==> config.mk <==
export PLATFORM = sky130hd
export DESIGN_NAME = board_io_ctrl
export DESIGN_NICKNAME = d
export VERILOG_FILES = /design/src/rtl/board_io_ctrl.sv
export SDC_FILE = /design/constraint.sdc
export NUM_CORES = 1
export LEC_CHECK = 0
export ABC_AREA = 0
export CAP_MARGIN = 5
export CELL_PAD_IN_SITES_DETAIL_PLACEMENT = 0
export CELL_PAD_IN_SITES_GLOBAL_PLACEMENT = 1
export CORE_ASPECT_RATIO = 0.7
export CORE_MARGIN = 2
export CORE_UTILIZATION = 44
export DETAILED_ROUTE_END_ITERATION = 10
export PLACE_DENSITY = 0.79
export SETUP_SLACK_MARGIN = 0.1
export SYNTH_ARGS = -nofsm -noshare
export SYNTH_HDL_FRONTEND = slang
export SYNTH_SLANG_ARGS = --single-unit
==> constraint.sdc <==
create_clock -name i_clk -period 2.6 [get_ports i_clk]
set_clock_uncertainty 0.05 [all_clocks]
set_input_delay 0.26 -clock i_clk [delete_from_list [all_inputs] [get_ports i_clk]]
set_output_delay 0.26 -clock i_clk [all_outputs]
set_load 0.005 [all_outputs]
==> src/rtl/board_io_ctrl.sv <==
// board_io_ctrl: board-level I/O front end between FPGA pins and memory-mapped I/O.
//
// Switch/button path: each raw pin is brought through a 2-flop synchroniser and
// debounced. Buttons are active-low on the pins. They are inverted after the
// synchroniser so that o_btn reads 1 while a button is pressed. A one-cycle
// o_btn_press pulse fires in the cycle after o_btn rises.
//
// Display path: the hex nibbles are decoded into registered seven-segment
// patterns, and each digit can be blanked. The red and green LEDs are
// registered with no other processing.
//
// Optional build macro BOARD_IO_AUTOREPEAT_EN: when it is defined, each button
// also has a hold counter. While the button stays held, the counter emits
// extra press pulses, the first REPEAT_DELAY cycles after the initial pulse and
// then one every REPEAT_PERIOD cycles.
//
// Ports:
//   i_clk, i_rst_n           clock; synchronous active-low reset
//   i_sw_raw / o_sw          raw switch pins / debounced switch levels
//   i_btn_raw / o_btn        raw active-low buttons / debounced, active-high
//   o_btn_press              one-cycle pulse per accepted press (plus repeats)
//   i_hex_val, i_hex_blank   nibble and blank control per digit
//   o_hex                    segments, digit k at [7k+6:7k], bit 0 = segment a
//   i_ledr/i_ledg, o_ledr/o_ledg  LED requests and their registered outputs
module board_io_ctrl #(
  parameter int unsigned NUM_SW         = 10,
  parameter int unsigned NUM_BTN        = 4,
  parameter int unsigned NUM_HEX        = 8,
  parameter int unsigned NUM_LEDR       = 18,
  parameter int unsigned NUM_LEDG       = 9,
  parameter int unsigned DEBOUNCE_CYC   = 500000,
  parameter bit          HEX_ACTIVE_LOW = 1'b1,
  parameter int unsigned REPEAT_DELAY   = 25000000,
  parameter int unsigned REPEAT_PERIOD  = 5000000
) (
  input  logic                   i_clk,
  input  logic                   i_rst_n,
  input  logic [NUM_SW-1:0]      i_sw_raw,
  input  logic [NUM_BTN-1:0]     i_btn_raw,
  output logic [NUM_SW-1:0]      o_sw,
  output logic [NUM_BTN-1:0]     o_btn,
  output logic [NUM_BTN-1:0]     o_btn_press,
  input  logic [4*NUM_HEX-1:0]   i_hex_val,
  input  logic [NUM_HEX-1:0]     i_hex_blank,
  output logic [7*NUM_HEX-1:0]   o_hex,
  input  logic [NUM_LEDR-1:0]    i_ledr,
  input  logic [NUM_LEDG-1:0]    i_ledg,
  output logic [NUM_LEDR-1:0]    o_ledr,
  output logic [NUM_LEDG-1:0]    o_ledg
);

  localparam int unsigned NumIn = NUM_SW + NUM_BTN;
  localparam int unsigned DbW   = $clog2(DEBOUNCE_CYC + 1);
  localparam logic [DbW-1:0] DbLast = DbW'(DEBOUNCE_CYC - 1);
  // Idle pin levels: switches low, buttons released (pin high). The same mask
  // inverts the button bits after synchronisation.
  localparam logic [NumIn-1:0] InIdle = {{NUM_BTN{1'b1}}, {NUM_SW{1'b0}}};
  localparam logic [6:0] SegOff = HEX_ACTIVE_LOW ? 7'h7F : 7'h00;
  localparam logic [7*NUM_HEX-1:0] HexOff = {NUM_HEX{SegOff}};

  if (DEBOUNCE_CYC == 0) begin : g_bad_debounce
    $error("DEBOUNCE_CYC must be at least 1");
  end
  if (REPEAT_DELAY == 0 || REPEAT_PERIOD == 0) begin : g_bad_repeat
    $error("REPEAT_DELAY and REPEAT_PERIOD must be at least 1");
  end

  // ---------------------------------------------------------------------------
  // Synchroniser and debounce (switches and buttons share one vector)
  // ---------------------------------------------------------------------------
  logic [NumIn-1:0] sync1_q, sync2_q, in_syn;
  logic [NumIn-1:0] stable_q, stable_d;
  logic [DbW-1:0]   db_cnt_q [NumIn];
  logic [DbW-1:0]   db_cnt_d [NumIn];

  assign in_syn = sync2_q ^ InIdle;

  always_comb begin
    stable_d = stable_q;
    for (int i = 0; i < NumIn; i++) begin
      db_cnt_d[i] = '0;
      if (in_syn[i] != stable_q[i]) begin
        if (db_cnt_q[i] == DbLast) begin
          stable_d[i] = in_syn[i];
        end else begin
          db_cnt_d[i] = db_cnt_q[i] + DbW'(1);
        end
      end
    end
  end

  // ---------------------------------------------------------------------------
  // Press pulses
  // ---------------------------------------------------------------------------
  logic [NUM_BTN-1:0] btn_q, btn_prev_q, press_q, press_d;

  assign btn_q = stable_q[NumIn-1 -: NUM_BTN];

`ifdef BOARD_IO_AUTOREPEAT_EN
  localparam int unsigned RepMax =
      (REPEAT_DELAY > REPEAT_PERIOD) ? REPEAT_DELAY : REPEAT_PERIOD;
  localparam int unsigned RepW = $clog2(RepMax + 1);
  localparam logic [RepW-1:0] RepDelay  = RepW'(REPEAT_DELAY);
  localparam logic [RepW-1:0] RepPeriod = RepW'(REPEAT_PERIOD);

  logic [NUM_BTN-1:0] btn_d;
  logic [RepW-1:0]    rep_cnt_q [NUM_BTN];
  logic [RepW-1:0]    rep_cnt_d [NUM_BTN];
  logic [NUM_BTN-1:0] rep_on_q, rep_on_d, rep_fire;

  assign btn_d = stable_d[NumIn-1 -: NUM_BTN];

  // The counter holds the number of cycles since the last pulse. Both the
  // current and the next debounced level must be high, so the counter clears
  // on the release edge itself and no pulse can land there.
  always_comb begin
    rep_on_d = rep_on_q;
    rep_fire = '0;
    for (int i = 0; i < NUM_BTN; i++) begin
      rep_cnt_d[i] = rep_cnt_q[i];
      if (!(btn_q[i] && btn_d[i])) begin
        rep_cnt_d[i] = '0;
        rep_on_d[i]  = 1'b0;
      end else if (!btn_prev_q[i]) begin
        // The initial press pulse is being issued on this edge.
        rep_cnt_d[i] = RepW'(1);
        rep_on_d[i]  = 1'b0;
      end else if (rep_cnt_q[i] == (rep_on_q[i] ? RepPeriod : RepDelay)) begin
        rep_fire[i]  = 1'b1;
        rep_cnt_d[i] = RepW'(1);
        rep_on_d[i]  = 1'b1;
      end else begin
        rep_cnt_d[i] = rep_cnt_q[i] + RepW'(1);
      end
    end
  end

  always_ff @(posedge i_clk) begin
    if (!i_rst_n) begin
      rep_on_q <= '0;
      for (int i = 0; i < NUM_BTN; i++) rep_cnt_q[i] <= '0;
    end else begin
      rep_on_q <= rep_on_d;
      for (int i = 0; i < NUM_BTN; i++) rep_cnt_q[i] <= rep_cnt_d[i];
    end
  end

  assign press_d = (btn_q & ~btn_prev_q) | rep_fire;
`else
  assign press_d = btn_q & ~btn_prev_q;
`endif

  // ---------------------------------------------------------------------------
  // Seven-segment decode
  // ---------------------------------------------------------------------------
  function automatic logic [6:0] seg_decode(input logic [3:0] nib);
    logic [6:0] seg;
    seg = '0;
    case (nib)
      4'h0: seg = 7'h3F;
      4'h1: seg = 7'h06;
      4'h2: seg = 7'h5B;
      4'h3: seg = 7'h4F;
      4'h4: seg = 7'h66;
      4'h5: seg = 7'h6D;
      4'h6: seg = 7'h7D;
      4'h7: seg = 7'h07;
      4'h8: seg = 7'h7F;
      4'h9: seg = 7'h6F;
      4'hA: seg = 7'h77;
      4'hB: seg = 7'h7C;
      4'hC: seg = 7'h39;
      4'hD: seg = 7'h5E;
      4'hE: seg = 7'h79;
      4'hF: seg = 7'h71;
      default: seg = 7'h00;
    endcase
    return seg;
  endfunction

  logic [7*NUM_HEX-1:0] hex_q, hex_d;

  always_comb begin
    logic [6:0] seg;
    seg   = '0;
    hex_d = '0;
    for (int k = 0; k < NUM_HEX; k++) begin
      seg = i_hex_blank[k] ? 7'h00 : seg_decode(i_hex_val[4*k +: 4]);
      hex_d[7*k +: 7] = HEX_ACTIVE_LOW ? ~seg : seg;
    end
  end

  // ---------------------------------------------------------------------------
  // State registers
  // ---------------------------------------------------------------------------
  logic [NUM_LEDR-1:0] ledr_q;
  logic [NUM_LEDG-1:0] ledg_q;

  always_ff @(posedge i_clk) begin
    if (!i_rst_n) begin
      sync1_q    <= InIdle;
      sync2_q    <= InIdle;
      stable_q   <= '0;
      for (int i = 0; i < NumIn; i++) db_cnt_q[i] <= '0;
      btn_prev_q <= '0;
      press_q    <= '0;
      hex_q      <= HexOff;
      ledr_q     <= '0;
      ledg_q     <= '0;
    end else begin
      sync1_q    <= {i_btn_raw, i_sw_raw};
      sync2_q    <= sync1_q;
      stable_q   <= stable_d;
      for (int i = 0; i < NumIn; i++) db_cnt_q[i] <= db_cnt_d[i];
      btn_prev_q <= btn_q;
      press_q    <= press_d;
      hex_q      <= hex_d;
      ledr_q     <= i_ledr;
      ledg_q     <= i_ledg;
    end
  end

  assign o_sw        = stable_q[NUM_SW-1:0];
  assign o_btn       = btn_q;
  assign o_btn_press = press_q;
  assign o_hex       = hex_q;
  assign o_ledr      = ledr_q;
  assign o_ledg      = ledg_q;

endmodule
==> out/results.ini <==
[global_routing]
antenna_found_initial=1
grt_pass1_vias=12648
grt_max_degree=51
grt_overflow_total=0
track_usage=0.177
grt_pass1_wl_um=62300

[floorplan]
placementRows=61
pin_count=184
dieArea_um2=41400
initial_utilization=0.444
coreArea_um2=39500
die_h_um=171
die_w_um=242

[finish]
nNetsFinal=2267
design_area_um2=21400
fillers=3610
drive_above_1_share=0.0647
stdcell_count=2685
utilization=0.542
area_delta_synth_final_pct=22.1

[clock_tree]
htree_levels=2
postCtsSetupBuffers=0
cts_hold_buf=0
clock_latency_ns=0.53
max-clock-path-buffers=3
cts_made_buffers=41
clock-sinks=399
path_clk_slew_ns=0.06
cts_resized=0
cts_tree=done
cts_root_buffer=clkbuf_16

[sta]
period_share=0.854
worst-slew-pin-transition_ns=0.651
relSlewSlack=0.560
fmaxAchievable_mhz=450
final_max_slew_viol_count=0
rsz0062_at_grt=no
hold_ws_ns=0.234
final-setup-viol-count=0
finalHoldViolCount=0
tns_ns=0
period_minus_slack_ns=2.22
worst_slack_ns=0.380

[min_path]
min_from=i_btn_raw[0]
hold_class=input port to register

[route]
wl_um=37400
ant_nets=0
dr.pass1.iters=5
drtIter0Drc=762
wire_per_inst_um=13.9
viasPerCell=5.14
drc=0
num_vias=13801

[yosys]
netlist_area_um2=17500
async_flop_share=0
syn_area_per_cell_um2=9.11
ys_ff_latch=399
synthFlopType=dfxtp_1
synth.most_common_cell=dfxtp_1
synthTopCellsByCount=dfxtp_1, nor2_1, nand2_1, xnor2_1, nand3_1
yosys.cell_types.count=55
synth_top_area_frac=0.456
yosysTopAreaCell=dfxtp_1
yosysWarnings=0
synth_edf_count=0
seq_area_frac_synth=0.456
synth.net_count=2068
netlist_instances=1923
synth.area.top_cells=dfxtp_1, xnor2_1, nor2_1, ha_1, xor2_1

[power_and_ir_drop]
power_density_nw_per_um2=612
p_leak_nw=6.98
finalPower_mw=13.1
peakVddDrop_mv=0.541

[critical_path]
cp.arrival_ns=2.55
worstPathMaxFanout=19
endpoint_kind=register
r2r-start=db_cnt_q[0][31]
path_class=register to register
startpoint=db_cnt_q[0][31]
cp.required_ns=2.93
start_kind=register

[outcome]
status=completed

[placement]
placed_cells=2614
gp_congestion=0.846
dpl_cell_area_um2=20000
hpwl_um=26400
pre_cts_ws_ns=0.330
io_buffers=183

[run]
drv_cap=0

[area by class of cell]
type	instances	area (um^2)	area share
Antenna cell	1	2.50	0.000117
Clock buffer	55	1140	0.0533
Clock inverter	15	258	0.0121
Inverter	87	327	0.0153
Multi-Input combinational cell	1384	8980	0.420
Sequential cell	399	7990	0.374
Tap cell	535	669	0.0313
Timing Repair Buffer	209	2020	0.0946
[routing by layer]
layer,global-route usage,part of all wire,up-vias
li1,-,-,7189
met1,0.253,0.51,6347
met2,0.271,0.43,201
met3,0.0320,0.039,64
met4,0.0553,0.024,0
met5,0,0,-
[worst paths after layout]
kind,endpoint,slack (ns),cells after the start
max,db_cnt_q[0][37],0.38,4
min,sync1_q[10],0.23,2
max reg2reg,db_cnt_q[0][37],0.38,4
min reg2reg,o_btn_press[0],0.33,1
[power by group]
part | switching (mW) | internal (mW)
registers | 0.0357 | 6.21
logic | 0.311 | 0.393
clock network | 2.38 | 3.76
total | 2.73 | 10.4
[registers in the layout, summed over array words and instances, names as in the netlist]
register and count:
o_btn_press 4, o_hex 56, stable_q 14, db_cnt_q 266, o_ledr 18, btn_prev_q 4, sync1_q 14, o_ledg 9
sync2_q 14
[layout by cell type, fill, tap and decap left out, drive strengths merged, types with 53 or more instances in the layout]
master,n
nand2,115
o21ai,53
ha,62
nand3,107
nand4,62
inv,86
xnor2,114
clkdlybuf4s50,182
a21oi,80
dfxtp,399
clkbuf,55
or3,70
nor2,242
and2,55
xor2,73
[critical path: stages (launching register included)]
cell	delay, ns
dfxtp_1	0.36
or4_1	0.52
or4_4	0.56
o211ai_4	0.48
a21oi_1	0.10
[logic make-up after synthesis]
| kind of cell | share of synthesized area |
|---|---|
| flip-flops | 0.456 |
| buffers and inverters | 0.0312 |
| AND/OR/NAND/NOR | 0.262 |
| adder cells (fa/ha/maj) | 0.0443 |
| AO/OA/AOI/OAI | 0.0846 |
| XOR/XNOR | 0.0935 |
| multiplexers | 0.0284 |
Power figures use the tool's default switching activity.
